### src/rtl/exe_stage_mc.sv
// -----------------------------------------------------------------------------
// exe_stage_mc
//
// Execute stage of the pipelined ARM-subset core with an iterative MUL/MLA
// unit. Single-cycle ALU operations and branch targets are registered at the
// accept edge. A multiply keeps the stage busy (in_ready low) while MUL_K
// multiplier bits are retired per cycle.
//
// Parameters
//   DATA_W  datapath width (>= 26)
//   MUL_K   multiplier bits retired per cycle (must divide DATA_W)
//
// Ports
//   clk, rst                 clock, synchronous active-high reset
//   flush                    abort the in-flight / incoming instruction
//   in_valid / in_ready      instruction handshake from the ID/EXE register
//   EXE_CMD                  ALU opcode
//   mul_en, mla_en           multiply / multiply-accumulate request
//   PC, signed_imm_24        PC+4 and word branch offset
//   Val_Rn, Val2, Val_Ra     operand 1, pre-shifted operand 2, accumulate
//   Sel_src1, Sel_src2       forwarding selects (01 MEM, 10 WB, else own)
//   MEM_ALU_result, WB_Value forwarded values
//   SR                       {N,Z,C,V} from the status register
//   out_valid                one-cycle pulse when the result registers load
//   ALU_result, Br_addr      registered result and branch target
//   status                   registered {N,Z,C,V}
// -----------------------------------------------------------------------------
module exe_stage_mc #(
    parameter int DATA_W = 32,
    parameter int MUL_K  = 1
) (
    input  logic              clk,
    input  logic              rst,
    input  logic              flush,
    input  logic              in_valid,
    output logic              in_ready,
    input  logic [3:0]        EXE_CMD,
    input  logic              mul_en,
    input  logic              mla_en,
    input  logic [DATA_W-1:0] PC,
    input  logic [23:0]       signed_imm_24,
    input  logic [DATA_W-1:0] Val_Rn,
    input  logic [DATA_W-1:0] Val2,
    input  logic [DATA_W-1:0] Val_Ra,
    input  logic [1:0]        Sel_src1,
    input  logic [1:0]        Sel_src2,
    input  logic [DATA_W-1:0] MEM_ALU_result,
    input  logic [DATA_W-1:0] WB_Value,
    input  logic [3:0]        SR,
    output logic              out_valid,
    output logic [DATA_W-1:0] ALU_result,
    output logic [DATA_W-1:0] Br_addr,
    output logic [3:0]        status
);

    localparam int MSB     = DATA_W - 1;
    localparam int N_STEPS = DATA_W / MUL_K;
    localparam int CNT_W   = (N_STEPS > 2) ? $clog2(N_STEPS) : 1;
    // The accept edge already retires the first MUL_K bits, so the busy phase
    // needs N_STEPS-1 edges; the last one is reached when cnt equals N_STEPS-2.
    localparam logic [CNT_W-1:0] LAST_CNT = CNT_W'((N_STEPS > 1) ? (N_STEPS - 2) : 0);

    typedef enum logic [0:0] {
        ST_IDLE = 1'b0,
        ST_MUL  = 1'b1
    } state_t;

    // Sum of the partial products of mcand with MUL_K multiplier bits.
    function automatic logic [DATA_W-1:0] mul_step(
        input logic [DATA_W-1:0] mcand,
        input logic [MUL_K-1:0]  bits
    );
        logic [DATA_W-1:0] sum;
        sum = '0;
        for (int i = 0; i < MUL_K; i++) begin
            if (bits[i]) begin
                sum = sum + (mcand << i);
            end else begin
                sum = sum;
            end
        end
        return sum;
    endfunction

    // Sign-extended word offset converted to a byte offset.
    function automatic logic [DATA_W-1:0] br_offset(input logic [23:0] imm);
        logic [DATA_W-1:0] off;
        off       = '0;
        off[25:2] = imm;
        for (int i = 26; i < DATA_W; i++) begin
            off[i] = imm[23];
        end
        return off;
    endfunction

    state_t            state_r, state_next;
    logic [DATA_W-1:0] mcand_r, mplier_r, acc_r;
    logic [CNT_W-1:0]  cnt_r;
    logic [1:0]        sr_cv_r;
    logic [DATA_W-1:0] br_hold_r;
    logic              out_valid_r;
    logic [DATA_W-1:0] alu_result_r, br_addr_r;
    logic [3:0]        status_r;

    logic [DATA_W-1:0] op1_s, op2_s, b_eff_s, logic_res_s, alu_res_s;
    logic [DATA_W:0]   sum_s;
    logic              cin_s, is_arith_s, c_flag_s, v_flag_s;
    logic [3:0]        alu_flags_s;
    logic [DATA_W-1:0] br_addr_s, acc0_s, first_acc_s, mul_next_acc_s;
    logic [DATA_W-1:0] retire_res_s, retire_br_s;
    logic [1:0]        retire_cv_s;
    logic              in_ready_s, is_mul_s, accept_s;
    logic              load_single_s, mul_start_s, mul_adv_s, mul_done_s;
    logic              unused_sr_s;

    assign unused_sr_s = &{1'b0, SR[3:2]};

    assign in_ready_s = (state_r == ST_IDLE);
    assign is_mul_s   = mul_en | mla_en;
    assign accept_s   = in_valid & in_ready_s & ~flush;
    assign br_addr_s  = PC + br_offset(signed_imm_24);

    // Operand forwarding muxes.
    always_comb begin
        op1_s = Val_Rn;
        op2_s = Val2;
        case (Sel_src1)
            2'b01:   op1_s = MEM_ALU_result;
            2'b10:   op1_s = WB_Value;
            default: op1_s = Val_Rn;
        endcase
        case (Sel_src2)
            2'b01:   op2_s = MEM_ALU_result;
            2'b10:   op2_s = WB_Value;
            default: op2_s = Val2;
        endcase
    end

    // Opcode decode: logical result, or adder setup for arithmetic ops.
    // Subtraction is op1 + ~op2 + carry so the adder carry is the no-borrow flag.
    always_comb begin
        b_eff_s     = op2_s;
        cin_s       = 1'b0;
        is_arith_s  = 1'b0;
        logic_res_s = '0;
        case (EXE_CMD)
            4'b0001: logic_res_s = op2_s;
            4'b1001: logic_res_s = ~op2_s;
            4'b0010: is_arith_s  = 1'b1;
            4'b0011: begin
                is_arith_s = 1'b1;
                cin_s      = SR[1];
            end
            4'b0100: begin
                is_arith_s = 1'b1;
                b_eff_s    = ~op2_s;
                cin_s      = 1'b1;
            end
            4'b0101: begin
                is_arith_s = 1'b1;
                b_eff_s    = ~op2_s;
                cin_s      = SR[1];
            end
            4'b0110: logic_res_s = op1_s & op2_s;
            4'b0111: logic_res_s = op1_s | op2_s;
            4'b1000: logic_res_s = op1_s ^ op2_s;
            default: logic_res_s = '0;
        endcase
    end

    assign sum_s = {1'b0, op1_s} + {1'b0, b_eff_s} + {{DATA_W{1'b0}}, cin_s};

    // Result select and flag generation; non-arithmetic ops pass C/V through.
    always_comb begin
        alu_res_s = logic_res_s;
        c_flag_s  = SR[1];
        v_flag_s  = SR[0];
        if (is_arith_s) begin
            alu_res_s = sum_s[MSB:0];
            c_flag_s  = sum_s[DATA_W];
            v_flag_s  = (op1_s[MSB] == b_eff_s[MSB]) && (sum_s[MSB] != op1_s[MSB]);
        end else begin
            alu_res_s = logic_res_s;
        end
        alu_flags_s = {alu_res_s[MSB], (alu_res_s == '0), c_flag_s, v_flag_s};
    end

    // Multiplier arithmetic: first step at accept, later steps from the registers.
    assign acc0_s         = mla_en ? Val_Ra : '0;
    assign first_acc_s    = acc0_s + mul_step(op1_s, op2_s[MUL_K-1:0]);
    assign mul_next_acc_s = acc_r + mul_step(mcand_r, mplier_r[MUL_K-1:0]);

    // Values written to the result registers when a multiply completes.
    assign retire_res_s = (state_r == ST_MUL) ? mul_next_acc_s : first_acc_s;
    assign retire_cv_s  = (state_r == ST_MUL) ? sr_cv_r : SR[1:0];
    assign retire_br_s  = (state_r == ST_MUL) ? br_hold_r : br_addr_s;

    // Next-state logic and datapath control strobes.
    always_comb begin
        state_next    = state_r;
        load_single_s = 1'b0;
        mul_start_s   = 1'b0;
        mul_adv_s     = 1'b0;
        mul_done_s    = 1'b0;
        case (state_r)
            ST_IDLE: begin
                if (accept_s && !is_mul_s) begin
                    load_single_s = 1'b1;
                    state_next    = ST_IDLE;
                end else if (accept_s && is_mul_s) begin
                    mul_start_s = 1'b1;
                    if (N_STEPS > 1) begin
                        state_next = ST_MUL;
                    end else begin
                        mul_done_s = 1'b1;
                        state_next = ST_IDLE;
                    end
                end else begin
                    state_next = ST_IDLE;
                end
            end
            ST_MUL: begin
                if (flush) begin
                    state_next = ST_IDLE;
                end else if (cnt_r == LAST_CNT) begin
                    mul_done_s = 1'b1;
                    state_next = ST_IDLE;
                end else begin
                    mul_adv_s  = 1'b1;
                    state_next = ST_MUL;
                end
            end
            default: state_next = ST_IDLE;
        endcase
    end

    // State register.
    always_ff @(posedge clk) begin
        if (rst) begin
            state_r <= ST_IDLE;
        end else begin
            state_r <= state_next;
        end
    end

    // Multiplier working registers: captured at accept, shifted each busy cycle.
    always_ff @(posedge clk) begin
        if (rst) begin
            mcand_r   <= '0;
            mplier_r  <= '0;
            acc_r     <= '0;
            cnt_r     <= '0;
            sr_cv_r   <= 2'b00;
            br_hold_r <= '0;
        end else if (mul_start_s) begin
            mcand_r   <= op1_s << MUL_K;
            mplier_r  <= op2_s >> MUL_K;
            acc_r     <= first_acc_s;
            cnt_r     <= '0;
            sr_cv_r   <= SR[1:0];
            br_hold_r <= br_addr_s;
        end else if (mul_adv_s) begin
            mcand_r  <= mcand_r << MUL_K;
            mplier_r <= mplier_r >> MUL_K;
            acc_r    <= mul_next_acc_s;
            cnt_r    <= cnt_r + CNT_W'(1);
        end
    end

    // EXE/MEM result registers; they hold unless an instruction completes.
    always_ff @(posedge clk) begin
        if (rst) begin
            out_valid_r  <= 1'b0;
            alu_result_r <= '0;
            br_addr_r    <= '0;
            status_r     <= 4'b0000;
        end else if (load_single_s) begin
            out_valid_r  <= 1'b1;
            alu_result_r <= alu_res_s;
            br_addr_r    <= br_addr_s;
            status_r     <= alu_flags_s;
        end else if (mul_done_s) begin
            out_valid_r  <= 1'b1;
            alu_result_r <= retire_res_s;
            br_addr_r    <= retire_br_s;
            status_r     <= {retire_res_s[MSB], (retire_res_s == '0), retire_cv_s};
        end else begin
            out_valid_r  <= 1'b0;
        end
    end

    assign in_ready   = in_ready_s;
    assign out_valid  = out_valid_r;
    assign ALU_result = alu_result_r;
    assign Br_addr    = br_addr_r;
    assign status     = status_r;

endmodule
### config.mk
export PLATFORM = sky130hd
export DESIGN_NAME = exe_stage_mc
export DESIGN_NICKNAME = d
export VERILOG_FILES = /design/src/rtl/exe_stage_mc.sv
export SDC_FILE = /design/constraint.sdc
export NUM_CORES = 1
export LEC_CHECK = 0
export CORE_UTILIZATION = 45
export DETAILED_ROUTE_END_ITERATION = 6
export PLACE_DENSITY = 0.72
export SLEW_MARGIN = 20
export SYNTH_ARGS = -nofsm -noshare
export SYNTH_HDL_FRONTEND = slang
export SYNTH_SLANG_ARGS = --single-unit
### constraint.sdc
create_clock -name clk -period 17.14 [get_ports clk]
set_input_delay 2.571 -clock clk [delete_from_list [all_inputs] [get_ports clk]]
set_output_delay 2.571 -clock clk [all_outputs]
set_load 0.03 [all_outputs]
Word-level counts from Yosys, hierarchy flattened
Index checks and enable logic that the tools add are counted.
Storage, ports and cells
  bits in registers: 203
  bits of input ports: 234
  word-level logic and storage cells: 95
Cells by class
  add/sub/neg operators: 6
  eq/ne operators: 16
  mux-type cells: 41
  bitwise operators: 9
  reductions and logical operators: 12
Operators with widths (count)
  2-to-1 mux 32 bit: 15
  case mux 32 bit (5 select lines): 1
  case mux 32 bit (2 select lines): 2
  adder 32 bit: 3
  logical NOT 32 bit: 2
  2-to-1 mux 31 bit: 2
  adder 32 x 32 -> 33 bit: 1
  adder 33 x 1 -> 33 bit: 1
  AND 32 bit: 1
  NOT 32 bit: 1
  OR 32 bit: 1
  bitwise XOR 32 bit: 1
  equality test 4 x 3 -> 1 bit, second input constant: 4
  2-to-1 mux 1 bit: 15
  equality test 4 x 2 -> 1 bit, second input constant: 2
  equality test 4 bit, second input constant: 2
  2-to-1 mux 4 bit: 2
  case mux 1 bit (2 select lines): 3
  OR reduction 2 bit: 3
  adder 5 x 1 -> 5 bit, second input constant: 1
  equality test 5 bit, second input constant: 1
  equality test 2 x 1 -> 1 bit, second input constant: 2
  equality test 2 bit, second input constant: 2
  equality test 4 x 1 -> 1 bit, second input constant: 1
  10 further kinds: 15

Longest topological paths before layout
  depth in word-level cells: 10
  depth in mapped cells: 22
  mapped depth without buffers: 18

Least setup slack after synthesis
No wires, ideal clock.
  path kind: in2reg
  from: input EXE_CMD[2]
  to: register alu_result_r[31] (netlist: ALU_result[31])
  data arrival time: 7.224 ns
  setup slack: 9.789 ns
  stages: 18
  cells stage by stage: clkbuf_1 > clkbuf_1 > nor3b_1 > clkbuf_1 > clkbuf_1 > xnor2_1 > fa_1 > a211oi_1 > o21ai_1 > o311ai_1 > a31oi_1 > a31o_2 > a221oi_1 > nor2b_1 > a22o_1 > a211o_1 > a222oi_1 > nor2_1
Between the ends
  cells in the longest elaborated chain, start to end: 7
  elaborated cells on any way between the ends: 20
  those cells by class: add/sub: 2; eq/ne: 9; mux: 6; reduce/logical: 3
RTL lines
  start: declaration: RTL line 37  | input logic [3:0] EXE_CMD,
  equality test 4 x 3 -> 1 bit: RTL line 146  | case (EXE_CMD)
  OR reduction 2 bit (no line)
  2-to-1 mux 32 bit
  adder 32 x 32 -> 33 bit: RTL line 171  | assign sum_s = {1'b0, op1_s} + {1'b0, b_eff_s} + {{DATA_W{1'b0}}, cin_s};
  adder 33 x 1 -> 33 bit: RTL line 171
  2-to-1 mux 32 bit (*): RTL line 178  | if (is_arith_s) begin
  2-to-1 mux 32 bit (*): RTL line 277  | end else if (load_single_s) begin
  end signal: assignment: RTL line 279  | alu_result_r <= alu_res_s;
  end signal: assignment: RTL line 284  | alu_result_r <= retire_res_s;
  end: declaration: RTL line 102  | logic [DATA_W-1:0] alu_result_r, br_addr_r;
Every way passes the cells marked *; elsewhere a longest branch is shown, timed or not.
A chain may end at the register's enable or synchronous reset.

Worst setup path in the final report
  from: input Sel_src2[0]
  to: register status_r[2] (netlist: status[2])
Between the ends
  cells in the longest elaborated chain, start to end: 9
  elaborated cells on any way between the ends: 19
  those cells by class: add/sub: 3; eq/ne: 2; mux: 8; bitwise: 4; reduce/logical: 2
RTL lines
  start: declaration: RTL line 46  | input logic [1:0] Sel_src2,
  equality test 2 bit or equality test 2 x 1 -> 1 bit (tied branches): RTL line 132  | case (Sel_src2)
  case mux 32 bit (2 select lines) (*): RTL line 132
  NOT 32 bit: RTL line 148, 156, 161
  2-to-1 mux 32 bit
  adder 32 x 32 -> 33 bit: RTL line 171
  adder 33 x 1 -> 33 bit: RTL line 171
  2-to-1 mux 32 bit: RTL line 178
  logical NOT 32 bit: RTL line 185  | alu_flags_s = {alu_res_s[MSB], (alu_res_s == '0), c_flag_s, v_flag_s};
  2-to-1 mux 4 bit (*): RTL line 277
  end signal: assignment: RTL line 281  | status_r <= alu_flags_s;
  end signal: assignment: RTL line 286  | status_r <= {retire_res_s[MSB], (retire_res_s == '0), retire_cv_s};
  end: declaration: RTL line 103  | logic [3:0] status_r;
Every way passes the cells marked *; elsewhere a longest branch is shown, timed or not. The select of a mux whose other input is x is not followed.

==> impl_summary.md <==
Worst setup path
For the worst setup path, the data required time is 17.62 ns. For the worst flop-to-flop path, the logic depth is 15. In this run the worst setup path terminates at status[2]. The worst setup path is captured at a flop. The critical path starts at Sel_src2[0].

The critical register-to-register path endpoint is status[2]. Of all nets on the critical path, the largest fanout is between 60 and 70. The worst endpoint data arrival time is 9.03 ns. The flop-to-flop setup slack is roughly 12 ns. The category of the worst setup path launch point is an input port. The worst register-to-register path begins at mplier_r[0].

The kind of critical path is in2reg.

Place
The final weighted congestion in routability-driven placement is just under 1. The half-perimeter wire length after detailed placement is 51800 µm. In this run the tool buffered the top-level ports with between 300 and 400 buffer cells. The worst slack at placement is around 7.9 ns.

Route
The violation count after the first detailed-route iteration is approximately 2100. The via count normalized by instance count is 6.17. The final routed wire length divided by cell count is around 20 µm. The number of nets still failing antenna checks after routing is 0.

The first detailed-routing pass ran for 6 iterations. The wire length reported by the detailed router is just under 70000 µm. The total vias in the final route is approximately 21000. After detailed routing, the number of remaining DRC violations is 0.

Cells and area
The final core utilization is between 50% and 60%. The share of final-layout standard cells stronger than drive strength 1 is between 4 and 5%. The final-stage net count is about 3200. The antenna cell count is 0.

The top cell types in the final layout, fill and taps aside, are sky130_fd_sc_hd__nor2_1 (335), sky130_fd_sc_hd__clkdlybuf4s50_1 (299), sky130_fd_sc_hd__nand2_1 (271), sky130_fd_sc_hd__a21oi_1 (229), sky130_fd_sc_hd__dfxtp_1 (201). The most common cell after layout, fill and taps aside is sky130_fd_sc_hd__nor2_1. Relative to the synthesized area, the layout overhead comes to 21.5%.

Synthesis
The number of enable flip-flop cells after synthesis is 0. The count of different cell masters after synthesis is 90. Of the total synthesized cell area, the portion taken by AND, OR, NAND and NOR gates is between 20% and 30%. The synthesized netlist devotes a little under a third of its cell area to compound gates. For this run, the number of Yosys warnings is 0. Synthesis inferred just over 200 register bits. Counting flops with an async set or reset pin after synthesis yields a share of 0%. In the synthesized netlist the dominant register cell turns out to be sky130_fd_sc_hd__dfxtp_1.

Summing the sequential cell areas from Yosys gives about a fifth of the chip area. After technology mapping, the gate count stands at roughly 2600. The mapped cell area is 19200 µm².

The synthesized-area fraction occupied by xor and xnor cells is about 6.4%. Synthesis produced a netlist with a net count of a little over 3000. A synthesized cell averages approximately 7.3 µm². The synthesized netlist devotes about an eighth of its cell area to adder and majority cells.

The main combinational cell family by area after synthesis is compound AO/OA/AOI/OAI gates. The multiplexer fraction of the synthesized cell area is under 10%.

Power and ir drop
In this run the power spent charging and discharging nets is ~0.62 mW. In this run the power density over the cells is roughly 72 nW/µm². The proportion of power drawn by flip-flops and latches is 29.9%. Cell internal power was estimated by the tool at about 1.1 mW. Combinational cells account for between 30% and 40% of the total power.

The maximum vdd drop is between 50 and 60 µV. Total power for the finished layout comes to roughly 1.7 mW. The leakage power figure is just over 9 nW. Of the total power, the clock network draws a little under a third. Net switching is between 30% and 40% of the power.

Clocking
In this run the clock root is driven by a sky130_fd_sc_hd__clkbuf_16. In this run, post-CTS repair resized a total of 0 instances. After clock tree synthesis, the flow added hold-fix buffers numbering 0. The clock net in this run drives a total of 202 sinks. The number of setup buffers added after CTS is 0. The clock buffer count from CTS is 22. TritonCTS built the clock tree.

The buffer depth of the longest clock path is 3. The later-pin clock latency in the skew report is 0.53 ns. The clock-pin transition on the worst setup and hold timing paths is about 0.060 ns.

The number of H-tree levels is 1.

Timing
The final count of hold timing violations was 0. The timing-limited maximum frequency is 117 MHz. The share of the cycle needed by the critical path after routing is between 40% and 50%.

The headroom to the max-slew limit is a little over a quarter. The count of pins over their slew limit is 0. The final critical delay including setup and external delays is between 8 and 9 ns. Setup repair after global routing left no endpoint under its margin. The worst clock skew is approximately 0.0097 ns. The transition time at the pin with the least slew margin is 1.09 ns. Setup total negative slack on the finished layout was measured at 0 ns.

The number of failing setup endpoints in the final timing report is 0. The smallest setup slack after layout is between 8 and 9 ns.

Worst hold path
The type of the most critical hold path is reg2reg.

Global route
The number of global-route vias before repair was 19400. Entering global routing, the biggest net connects 110 pins. The total congestion overflow after global routing is 0.

The combined global-route utilization of all metal layers is 30.4%. The first global-routing pass estimated ~110000 µm of wire. The number of antenna violations at the first check in global routing is 0.

Die
The chip width is roughly 210 µm. The placeable core area is between 40000 and 50000 µm². The number of rows in the core area is 75. The starting utilization of the core area is roughly 46%. about 300 I/O pins were placed.

The die is around 210 µm tall. The full die area is 43500 µm².

Job
The number of max-cap violations is 0.

Run status
The run finished with clean final reports.
==> cells in the mapped netlist, types with 37 or more instances <==
library cell | instances | area [µm²]
sky130_fd_sc_hd__nand2_1 | 271 | 1020
sky130_fd_sc_hd__and2_1 | 65 | 407
sky130_fd_sc_hd__a22oi_1 | 107 | 803
sky130_fd_sc_hd__ha_1 | 189 | 2360
sky130_fd_sc_hd__a211oi_1 | 60 | 450
sky130_fd_sc_hd__nor2_1 | 340 | 1280
sky130_fd_sc_hd__xnor2_1 | 105 | 920
sky130_fd_sc_hd__inv_1 | 108 | 405
sky130_fd_sc_hd__nand3_1 | 37 | 185
sky130_fd_sc_hd__clkbuf_1 | 160 | 601
sky130_fd_sc_hd__a21o_1 | 44 | 330
sky130_fd_sc_hd__o21ai_0 | 117 | 586
sky130_fd_sc_hd__dfxtp_1 | 202 | 4040
sky130_fd_sc_hd__a21oi_1 | 229 | 1150
sky130_fd_sc_hd__a221oi_1 | 84 | 736
sky130_fd_sc_hd__nor3_1 | 42 | 210
==> how the worst min path moves through the flow <==
stage,start,to,slack [ns],depth (start not counted)
final,br_hold_r[17],br_hold_r[17],0.45,2
after global routing,ALU_result[1],ALU_result[1],0.47,2
after CTS,br_hold_r[17],br_hold_r[17],0.46,2
after detailed placement,br_hold_r[17],br_hold_r[17],0.45,2
after global placement,br_hold_r[16],br_hold_r[16],0.44,2
after floorplan,br_hold_r[16],br_hold_r[16],0.43,2
==> state kept, by name, indices dropped and copies added (netlist names) <==
register	cells
ALU_result	32
Br_addr	32
acc_r	32
br_hold_r	32
mcand_r	31
mplier_r	31
cnt_r	5
status	3
sr_cv_r	2
out_valid	1
state_r	1
==> metal layers <==
layer | global-route usage [%] | wire (µm)
met4 | 8.43 | 1760
met2 | 46.7 | 29500
met3 | 3.97 | 5310
met5 | 0 | 0
met1 | 44.0 | 31800
==> through the flow <==
step,cell area [µm²],std cells,hold WS [ns]
after global placement,22500,3327,0.438
final,23300,3366,0.452
after global routing,23300,3366,0.473
after detailed placement,22500,3327,0.448
after CTS,23300,3366,0.456
after floorplan,19200,2634,0.431
==> critical path: stages <==
cell                              delay, ns
sky130_fd_sc_hd__clkdlybuf4s50_1       0.49
sky130_fd_sc_hd__inv_1                 0.08
sky130_fd_sc_hd__ha_4                  0.44
sky130_fd_sc_hd__a221oi_1              0.48
sky130_fd_sc_hd__or2_2                 0.80
sky130_fd_sc_hd__nor2_1                0.21
sky130_fd_sc_hd__ha_1                  0.35
sky130_fd_sc_hd__a211oi_1              0.32
sky130_fd_sc_hd__o21ai_1               0.19
sky130_fd_sc_hd__a2111oi_2             0.62
sky130_fd_sc_hd__a211oi_1              0.21
sky130_fd_sc_hd__a21boi_1              0.45
sky130_fd_sc_hd__o31ai_1               0.17
sky130_fd_sc_hd__xnor2_1               0.30
sky130_fd_sc_hd__mux2i_1               0.27
sky130_fd_sc_hd__a2111oi_0             0.55
sky130_fd_sc_hd__and4_1                0.36
sky130_fd_sc_hd__a211o_1               0.12
==> power groups by stage <==
stage / logic (mW) / registers, mW / clock network, mW
finish: 0.667 / 0.505 / 0.516
global route: 0.728 / 0.507 / 0.538
CTS: 0.652 / 0.505 / 0.519
detailed placement: 0.648 / 0.515 / 0
global placement: 0.633 / 0.514 / 0
floorplan: 0.428 / 0.519 / 0
==> kinds of logic after synthesis <==
family                   count (synthesis)
AND/OR/NAND/NOR                        912
AO/OA/AOI/OAI                          863
buffers and inverters                  288
flip-flops                             202
adder cells (fa/ha/maj)                194
XOR/XNOR                               141
multiplexers                            34
==> layout make-up <==
cell class                 instances  area, µm²
timing repair buffer             333       3250
clock buffer                      32        658
fill                            3974      18700
inverter                         109        409
sequential                       202       4050
clock inverter                     7        126
tap                              539        674
multi-input combinational       2144      14100
Power figures use the tool's default switching activity.
